File: src/rtl/icache_refill_unit.sv
// Line-fill engine behind the instruction cache: fetches one cache line as BEATS narrow bus
// beats, assembles them and returns the full line with a one-cycle ready pulse.
module icache_refill_unit #(
   parameter int BUS_W  = 32,
   parameter int LINE_W = 128,
   parameter int BEAT_B = BUS_W / 8
) (
   input  logic              clk,
   input  logic              rst_n,
   input  logic              req_valid_i,
   input  logic [31:0]       req_addr_i,
   output logic              ready_o,
   output logic [LINE_W-1:0] line_o,
   output logic              busy_o,
   output logic              bus_req_o,
   output logic [31:0]       bus_addr_o,
   input  logic              bus_ack_i,
   input  logic [BUS_W-1:0]  bus_rdata_i
);

   localparam int BEATS = LINE_W / BUS_W;
   localparam int CNT_W = $clog2(BEATS);
   localparam int BUF_W = LINE_W - BUS_W;
   localparam logic [31:0]      LINE_MASK = ~(32'(LINE_W / 8) - 32'd1);
   localparam logic [CNT_W-1:0] LAST_BEAT = CNT_W'(BEATS - 1);

   typedef enum logic {IDLE, FILL} state_t;

   state_t            state, state_n;
   logic [CNT_W-1:0]  beat_cnt, beat_cnt_n;
   logic [BUF_W-1:0]  asm_buf, asm_buf_n;
   logic [31:0]       bus_addr_n;
   logic [LINE_W-1:0] line_n;
   logic              ready_n;

   always_ff @(posedge clk or negedge rst_n) begin
      if (!rst_n) begin
         state      <= IDLE;
         beat_cnt   <= '0;
         asm_buf    <= '0;
         bus_addr_o <= '0;
         line_o     <= '0;
         ready_o    <= 1'b0;
      end else begin
         state      <= state_n;
         beat_cnt   <= beat_cnt_n;
         asm_buf    <= asm_buf_n;
         bus_addr_o <= bus_addr_n;
         line_o     <= line_n;
         ready_o    <= ready_n;
      end
   end

   always_comb begin
      state_n    = state;
      beat_cnt_n = beat_cnt;
      asm_buf_n  = asm_buf;
      bus_addr_n = bus_addr_o;
      line_n     = line_o;
      ready_n    = 1'b0;
      unique case (state)
         IDLE: begin
            if (req_valid_i) begin
               state_n    = FILL;
               beat_cnt_n = '0;
               bus_addr_n = req_addr_i & LINE_MASK;
            end
         end
         FILL: begin
            // A redirect wins over any beat acknowledged in the same cycle, including the last.
            if (req_valid_i) begin
               beat_cnt_n = '0;
               bus_addr_n = req_addr_i & LINE_MASK;
            end else if (bus_ack_i) begin
               if (beat_cnt == LAST_BEAT) begin
                  line_n     = {bus_rdata_i, asm_buf};
                  ready_n    = 1'b1;
                  state_n    = IDLE;
                  beat_cnt_n = '0;
               end else begin
                  asm_buf_n[BUS_W*int'(beat_cnt) +: BUS_W] = bus_rdata_i;
                  beat_cnt_n = beat_cnt + CNT_W'(1);
                  bus_addr_n = bus_addr_o + 32'(BEAT_B);
               end
            end
         end
         default: state_n = IDLE;
      endcase
   end

   assign busy_o    = (state == FILL);
   assign bus_req_o = (state == FILL);

endmodule

File: config.mk
export PLATFORM = sky130hd
export DESIGN_NAME = icache_refill_unit
export DESIGN_NICKNAME = d
export VERILOG_FILES = /design/src/rtl/icache_refill_unit.sv
export SDC_FILE = /design/constraint.sdc
export NUM_CORES = 1
export LEC_CHECK = 0
export CORE_ASPECT_RATIO = 2
export CORE_MARGIN = 10
export CORE_UTILIZATION = 55
export CTS_CLUSTER_DIAMETER = 200
export CTS_CLUSTER_SIZE = 20
export DETAILED_ROUTE_END_ITERATION = 6
export GPL_ROUTABILITY_DRIVEN = 0
export HOLD_SLACK_MARGIN = 0.08
export PLACE_DENSITY_LB_ADDON = 0.25
export RECOVER_POWER = 25
export REMOVE_ABC_BUFFERS = 1
export SETUP_SLACK_MARGIN = 0.4
export SLEW_MARGIN = 0
export SYNTH_ARGS = -nofsm -noshare
export SYNTH_HDL_FRONTEND = slang
export SYNTH_SLANG_ARGS = --single-unit
File: constraint.sdc
create_clock -name clk -period 3.4 [get_ports clk]
set_input_delay 0.68 -clock clk [delete_from_list [all_inputs] [get_ports clk]]
set_output_delay 0.68 -clock clk [all_outputs]
set_load 0.01 [all_outputs]
==> results of run 1 <==
## state kept, by name, summed over array words and instances, names as in the netlist
| name | flops |
|---|---|
| line_o | 128 |
| bus_req_o | 1 |
| asm_buf | 96 |
| ready_o | 1 |
| beat_cnt | 2 |
| bus_addr_o | 30 |
## layout by cell type (no fill, tap or decap), types with 2 or more instances in the layout
master and count:
dfrtp_1 258, clkdlybuf4s50_1 223, nand2_1 222, mux2_2 120, o21ai_0 108, a21oi_1 29
nor2_1 24, clkbuf_16 17, buf_4 17, nand3_1 11, and3_1 10, buf_12 9
mux2_1 8, and2_1 8, o22ai_1 8, nand4_1 6, a311oi_1 6, ha_1 6
inv_1 5, a211oi_1 5, nand2_2 4, a2bb2oi_1 4, and4_1 3, or3_1 3
or4_1 3, nor3_1 3, xnor2_1 2, o31ai_1 2, nor4_4 2, conb_1 2
## final timing paths
path                                from             end  cells past startpoint
max reg2reg                  beat_cnt[0]     asm_buf[87]                      7
max                        bus_addr_o[9]   bus_addr_o[9]                      1
min in group asynchronous          rst_n   bus_addr_o[5]                      1
min reg2reg                  asm_buf[49]     asm_buf[49]                      2
min                          asm_buf[49]     asm_buf[49]                      2
max in group asynchronous          rst_n  bus_addr_o[30]                      1
## metal layers
layer / routed length (um) / part of all wire / up-vias / GRT usage
met1: 9850 / 0.35 / 3758 / 0.224
li1: - / - / 3631 / -
met2: 15300 / 0.55 / 238 / 0.400
met5: 0 / 0 / - / 0
met3: 1790 / 0.064 / 58 / 0.0518
met4: 944 / 0.034 / 0 / 0.0845
## final cells by class
cell class	instances	area, sq um
clock buffer	18	439
timing repair buffer	250	2540
tap	255	319
multi-input combinational	621	3910
sequential	258	6460
inverter	6	22.5
fill	1380	5230
## stage by stage
step	total power, mW	hold WS [ns]	util	instance area (sq um)
2_1_floorplan	4.02	0.384	-	10400
3_3_place_gp	4.69	0.456	0.701	13300
3_5_place_dp	4.74	0.462	0.701	13300
4_1_cts	6.57	0.210	0.724	13700
5_1_grt	6.81	0.504	0.723	13700
6_report	6.50	0.476	0.723	13700
## logic make-up after synthesis
family                   synth area share
AND/OR/NAND/NOR                     0.130
other                            0.000354
multiplexers                        0.136
AO/OA/AOI/OAI                      0.0909
XOR/XNOR                          0.00165
buffers and inverters              0.0257
adder cells (fa/ha/maj)           0.00708
flip-flops                          0.609
## where the power goes
part | internal [mW] | switching [mW] | total (mW) | leakage, nW
combinational | 0.572 | 0.560 | 1.13 | 2.46
sequential | 3.35 | 0.184 | 3.53 | 3.48
clock | 0.913 | 0.928 | 1.84 | 0.217
==> results.tsv, run 1 <==
metric	value	unit
TritonCTS Buffers	16	
area leader, netlist	dfrtp_1	
violated checks	capacitance limit, slew limit	
Max Cap Violations	1	
CTS clk-pin slew, worst paths	0.09	ns
row cnt	71	
DR DRC count	0	
DR pass1 iterations	4	
Max Fclk	0.434	GHz
CP Max Fanout	7	
WP buf/inv	1	
# Post-CTS Setup Buffers	0	
RSZ-0062 raised after global routing	no	
top-area cell type share of the netlist area	0.609	
CTS max path bufs	3	
post_cts resized	0	
vias per cell	5.46	
Chip Height	216	um
CP max-delay cell	clkdlybuf4s50_1	
GRT Residual Overflow	0	
Synth area leaders	dfrtp_1, mux2_2, nand2_1	
Post-Synthesis Cells	943	
post-route setup TNS	0	ns
Root Driver	clkbuf_16	
Layout Cells excl Fill	1408	
Synth cell types	51	
Worst-Margin Slew	2.13	ns
wire per inst	19.8	um
type of origin of the critical path	flop	
most frequent cell after synthesis	dfrtp_1	
Syn. warnings	0	
via count	7685	
top cells by count, synth	dfrtp_1, nand2_1, mux2_2	
ANT nets after route	0	
Synth Register Bits	258	
R2R Setup Slk	1.12	ns
VDD IR max	460	uV
post-synthesis sequential area ratio	0.609	
Primary FF master, synth	dfrtp_1	
CP delay by family, top	buffers and inverters	
final wirelength	27900	um
CTS tree	built	
Clock Latency Late Sink	0.48	ns
worst setup path category	flop to output port	
pins over their slew limit	79	
LEAKAGE	6.15	nW
Worst Skew	0.00897	ns
Post-synth EDFFs	0	
Worst setup EP type	output port	
Hold Buf Count CTS	0	
worst path arrival time	1.62	ns
core area	0.0189	sq mm
Die X-Extent	118	um
Setup WS post-layout	1.10	ns
Worst path max stage delay	0.62	ns
vias in the first global route	8141	
Ports	231	
crit-path cells	clkdlybuf4s50_1	
die area	0.0256	sq mm
final hold violation count	0	
Initial Util	0.560	
minimum clock period after layout	2.30	ns
Worst Path Required	2.72	ns
DRT iter0 DRCs	359	
largest net degree at the start of global routing	82	
synthesized cell area	0.0106	sq mm
Total Routing Usage GR	0.214	
H-tree depth	1	
Inst Count DP	1390	
layout cell share with drive strength beyond 1	0.154	
port bufs	224	
final setup fails	0	
# diodes	0	
Mapped Avg Cell Area	11.2	sq um
DP Worst Slack	0.730	ns
Layout Nets	1227	
initial antenna violation count	0	
first-pass GRT wire length	44600	um
Async S/R FF share, synth	1.00	
Hold Crit Class	flop to flop	
power per cell area	475	mW/mm^2
final period utilization	0.677	
clock sinks	258	
run status	finished with violations	
Area Overhead vs Synth	29.1	%
hpwl dp	20200	um
Slew headroom	-0.423	
Note: power is estimated with default switching activity, not from simulation.
==> run 2, diff against run 1 <==
--- a/config.mk
+++ b/config.mk
@@ -7,7 +7,7 @@
 export LEC_CHECK = 0
 export CORE_ASPECT_RATIO = 2
 export CORE_MARGIN = 10
-export CORE_UTILIZATION = 55
+export CORE_UTILIZATION = 46
 export CTS_CLUSTER_DIAMETER = 200
 export CTS_CLUSTER_SIZE = 20
 export DETAILED_ROUTE_END_ITERATION = 6
==> constraint.sdc (replaced) <==
create_clock -name clk -period 2 [get_ports clk]
set_input_delay 0.4 -clock clk [delete_from_list [all_inputs] [get_ports clk]]
set_output_delay 0.4 -clock clk [all_outputs]
set_load 0.01 [all_outputs]
==> run 2 against run 1 <==
  * The run now ends clean
  * Routed wire length rose by 50%
  * Register-to-register slack got worse by 1.0 ns
  * Critical path depth is 7 higher
  * Clock skew is 0.0086 ns higher
  * Via count grew 22%
  * Sequential power grew 72%
  * Final cell count increased by 15%
  * Largest power group unchanged
==> results.tsv, run 2 (same netlist as run 1, synthesis figures left out) <==
metric	value	unit	change
Worst Skew	0.0176	ns	+0.00863 ns
Max Fclk	0.520	GHz	
TritonCTS Buffers	16		unchanged
worst path arrival time	2.33	ns	+0.71 ns
CTS tree	built		
CP max-delay cell	dfrtp_1		
Slew headroom	0.364		+0.787
FF+latch area	0.00646	sq mm	+0.12%
R2R Setup Slk	0.08	ns	-1.04 ns
Total Routing Usage GR	0.226		+0.0116
final wirelength	42000	um	+50%
die area	0.0299	sq mm	+17%
row cnt	78		+9.9%
layout cell share with drive strength beyond 1	0.452		+0.298
biggest regs	line_o x128, asm_buf x96, bus_addr_o x30		
core area	0.0227	sq mm	+20%
Setup crit end	asm_buf[41]		
clock sinks	258		unchanged
final setup fails	0		unchanged
# diodes	0		unchanged
power per cell area	708	mW/mm^2	+49%
Max Cap Violations	0		-1
leading cell type in the layout, fill and taps excluded	dfrtp_1		
Design Power	12.4	mW	+91%
Chip Height	235	um	+8.5%
DRT iter0 DRCs	623		+74%
Clock Latency Late Sink	0.50	ns	+0.02 ns
R2R depth	8		+1
RSZ-0062 raised after global routing	yes		
CTS max path bufs	3		unchanged
GRT Residual Overflow	0		unchanged
vias in the first global route	9457		+16%
largest net degree at the start of global routing	66		-20%
Ports	231		unchanged
crit-path cells	ha_4 > nand3b_1 > nor2_2 > buf_6 > nand2_8 > buf_12 > clkbuf_16 > o21ai_1		
LEAKAGE	8.54	nW	+39%
Most flops, register	line_o		
CP Max Fanout	8		+1
Worst path max stage delay	0.46	ns	-0.16 ns
post-route setup TNS	0	ns	unchanged
final hold violation count	0		unchanged
wire per inst	26.0	um	+31%
Root Driver	clkbuf_16		
run status	completed		
Layout Nets	1408		+15%
Worst-Margin Slew	0.953	ns	-1.18 ns
initial antenna violation count	0		unchanged
vias per cell	5.79		+6.0%
Worst Path Required	2.41	ns	-0.31 ns
first-pass GRT wire length	53700	um	+20%
Die X-Extent	127	um	+7.8%
pins over their slew limit	0		-100%
Largest register FFs	128		unchanged
final period utilization	0.961		
port bufs	224		unchanged
CTS clk-pin slew, worst paths	0.09	ns	about the same
commonest cells after routing, fill and taps aside	dfrtp_1, nand2_1, clkdlybuf4s15_1		
Initial Util	0.466		-0.0941
ANT nets after route	0		unchanged
hpwl dp	22100	um	+9.4%
Area Overhead vs Synth	65.8	%	
VDD IR max	747	uV	+62%
minimum clock period after layout	1.92	ns	
worst setup path category	flop to flop		
Hold Crit Class	primary input to asynchronous set/reset pin		
reg2reg end	asm_buf[41]		
r2r startpoint	beat_cnt[1]		
via count	9338		+22%
Multi-input gate area	0.00530	sq mm	+36%
H-tree depth	1		unchanged
DR DRC count	0		unchanged
Critical Path Start	beat_cnt[1]		
DR pass1 iterations	5		+1
type of origin of the critical path	flop		
# fillers	1326		-3.9%
Worst setup EP type	flop		
## run 2: layout make-up
type	count	area share
Multi-Input combinational cell	621	0.302
Sequential cell	258	0.368
Tap cell	280	0.0199
Clock buffer	18	0.0250
Timing Repair inverter	1	0.000640
Timing Repair Buffer	430	0.282
Inverter	6	0.00349
## run 2: how the worst min path moves through the flow
stage               start             to  slack [ns]
finish              rst_n  bus_addr_o[4]        0.40
global route        rst_n    beat_cnt[1]        0.42
CTS                 rst_n  bus_addr_o[4]        0.40
detailed placement  rst_n  bus_addr_o[4]        0.34
global placement    rst_n  bus_addr_o[5]        0.34
floorplan           rst_n     asm_buf[0]        0.10
## run 2: critical path, delay by kind of cell (launching register included)
kind | cells | cell delay (ns)
buffers and inverters | 3 | 0.52
adders and majority gates | 1 | 0.21
AOI/OAI and AO/OA | 1 | 0.17
and+or+nand+nor | 3 | 0.47
DFF | 1 | 0.46
## run 2: routing by layer
metal / routed length (um) / track usage / up-vias
met4: 2590 / 0.105 / 0
met5: 0 / 0 / -
li1: - / - / 4021
met3: 2870 / 0.0484 / 143
met2: 23100 / 0.423 / 449
met1: 13400 / 0.227 / 4725
## run 2: where the power goes
group          total, mW  internal [mW]  switching, mW  leakage [nW]
logic               3.09           1.60           1.48          4.85
clock network       3.28           1.56           1.73         0.217
registers           6.07           5.69          0.381          3.48
## run 2: per-stage QoR
step | cells | util | hold slack [ns] | area (sq um) | setup slack (ns)
2_1_floorplan | 885 | - | 0.104 | 10400 | -3.63
3_3_place_gp | 1459 | 0.604 | 0.342 | 13700 | -0.115
3_5_place_dp | 1459 | 0.604 | 0.342 | 13700 | -0.148
4_1_cts | 1560 | 0.687 | 0.402 | 15600 | 0.201
5_1_grt | 1614 | 0.773 | 0.423 | 17600 | 0.00978
6_report | 1614 | 0.773 | 0.401 | 17600 | 0.0783
## run 2: what timing repair did
item	4_1_cts	5_1_grt
pin swaps	65	102
gates cloned	17	23
endpoints found under the hold margin	39	0
resized for setup	460	434
setup endpoints to repair	407	328
buffers inserted	65	31
hold buffers	1	0
==> run 3, diff against run 2 <==
==> constraint.sdc (replaced) <==
create_clock -name clk -period 2 [get_ports clk]
set_input_delay 0.6 -clock clk [delete_from_list [all_inputs] [get_ports clk]]
set_output_delay 0.6 -clock clk [all_outputs]
set_load 0.01 [all_outputs]
==> run 3 against run 2 <==
  * Via count decreased by 2.3%
  * Die area unchanged
  * Global-route usage decreased by 1.1 points
  * Largest power group unchanged
==> results.tsv, run 3 (same netlist as run 1, synthesis figures left out) <==
metric	value	unit	change
largest net degree at the start of global routing	59		-11%
commonest cells after routing, fill and taps aside	dfrtp_1, nand2_1, buf_6		
R2R depth	7		-1
WP buf/inv	4		+1
CTS max path bufs	3		unchanged
Initial Util	0.466		unchanged
Worst-Margin Slew	0.997	ns	+0.0433 ns
hpwl dp	22100	um	-0.23%
run status	completed		
final hold violation count	0		unchanged
Worst path max stage delay	0.59	ns	+0.13 ns
Setup WS post-layout	0.0568	ns	-0.0215 ns
CP Max Fanout	7		-1
power per cell area	731	mW/mm^2	+3.3%
initial antenna violation count	0		unchanged
Largest register FFs	128		unchanged
Total Routing Usage GR	0.215		-0.0112
biggest regs	line_o x128, asm_buf x96, bus_addr_o x30		
first-pass GRT wire length	51200	um	-4.5%
final setup fails	0		unchanged
worst path arrival time	2.31	ns	-0.02 ns
CP max-delay cell	dlygate4sd3_1		
Chip Height	235	um	unchanged
GRT Residual Overflow	0		unchanged
Worst Skew	0.0156	ns	-0.00203 ns
leading cell type in the layout, fill and taps excluded	dfrtp_1		
Critical Path Stages	8		unchanged
crit-path cells	dlygate4sd3_1 > nand3b_1 > buf_6 > buf_8 > nand2_8 > buf_12 > a311oi_1 > nor3_1		
TritonCTS Buffers	16		unchanged
row cnt	78		unchanged
via count	9120		-2.3%
Worst setup EP type	flop		
Most flops, register	line_o		
LEAKAGE	8.06	nW	-5.5%
DR DRC count	0		unchanged
layout cell share with drive strength beyond 1	0.512		+0.0596
vias per cell	5.63		-2.6%
H-tree depth	1		unchanged
worst hold path depth	2		
CTS tree	built		
post-route setup TNS	0	ns	unchanged
Hold Crit Class	flop to flop		
ANT nets after route	0		unchanged
Die X-Extent	127	um	unchanged
RSZ-0062 raised after global routing	yes		
Clock Latency Late Sink	0.50	ns	about the same
core area	0.0227	sq mm	unchanged
final wirelength	39000	um	-7.1%
# diodes	0		unchanged
clock sinks	258		unchanged
Max Cap Violations	0		unchanged
Ports	231		unchanged
worst setup path category	primary input to flop		
DRT iter0 DRCs	450		-28%
vias in the first global route	8840		-6.5%
Layout Nets	1413		+0.36%
DR pass1 iterations	5		unchanged
DP Worst Slack	-0.405	ns	-0.256 ns
port bufs	224		unchanged
VDD IR max	770	uV	+3.1%
Slew headroom	0.335		-0.0289
Max Fclk	0.515	GHz	-1.1%
wire per inst	24.1	um	-7.3%
Worst Path Required	2.37	ns	-0.04 ns
die area	0.0299	sq mm	unchanged
CP delay by family, top	buffers and inverters		
final period utilization	0.972		+0.0108
Area Overhead vs Synth	58.5	%	
minimum clock period after layout	1.94	ns	+0.0215 ns
CTS clk-pin slew, worst paths	0.09	ns	about the same
pins over their slew limit	0		unchanged
Root Driver	clkbuf_16		
type of origin of the critical path	primary input		
-- run 3: worst min-delay path, stage by stage (launching register included) --
cell and delay (ns):
dfrtp_1 0.35, nand2_1 0.04, o21ai_0 0.05
-- run 3: per-layer routing --
metal,vias to the layer above,GRT usage,part of all wire
li1,4040,-,-
met1,4619,0.225,0.35
met2,371,0.403,0.55
met3,90,0.0435,0.058
met4,0,0.0792,0.042
met5,-,0,0
-- run 3: what timing repair did --
| action | in CTS | in global routing |
|---|---|---|
| endpoints found under the setup margin | 413 | 413 |
| hold buffers | 1 | 0 |
| hold endpoints to repair | 44 | 0 |
| buffers inserted | 62 | 40 |
| gates resized for setup | 834 | 345 |
| cloned | 6 | 35 |
| pin swaps | 19 | 97 |
-- run 3: path summary, 6_finish.rpt --
check,start,endpoint,slack [ns]
worst min register to register,asm_buf[35],asm_buf[35],0.48
worst min-delay path,asm_buf[35],asm_buf[35],0.48
max in group asynchronous,rst_n,asm_buf[27],0.22
worst max register to register,beat_cnt[0],asm_buf[75],0.08
min in group asynchronous,rst_n,bus_addr_o[5],0.78
worst max-delay path,bus_ack_i,bus_addr_o[20],0.06
-- run 3: area by class of cell --
class                   count  area [sq um]
flip-flops and latches    258          6470
fillers                  1462          5930
repair buffers            434          4680
well taps                 280           350
clock buffers              18           439
inverters                   6          37.5
multi-input cells         623          4830
-- run 3: metrics by stage --
stage / util / hold slack (ns) / instance area (sq um) / std cells / power (mW)
after floorplan: - / 0.304 / 10400 / 885 / 6.83
after global placement: 0.604 / 0.456 / 13700 / 1457 / 8.11
after detailed placement: 0.604 / 0.465 / 13700 / 1457 / 8.18
after CTS: 0.648 / 0.483 / 14700 / 1544 / 11.6
after global routing: 0.739 / 0.506 / 16800 / 1619 / 12.7
final: 0.739 / 0.478 / 16800 / 1619 / 12.3
-- run 3: report_power, final --
part | total, mW | internal, mW | leakage [nW] | switching, mW
Combinational | 2.92 | 1.54 | 4.38 | 1.39
Sequential | 6.07 | 5.69 | 3.47 | 0.371
Clock | 3.29 | 1.56 | 0.217 | 1.73
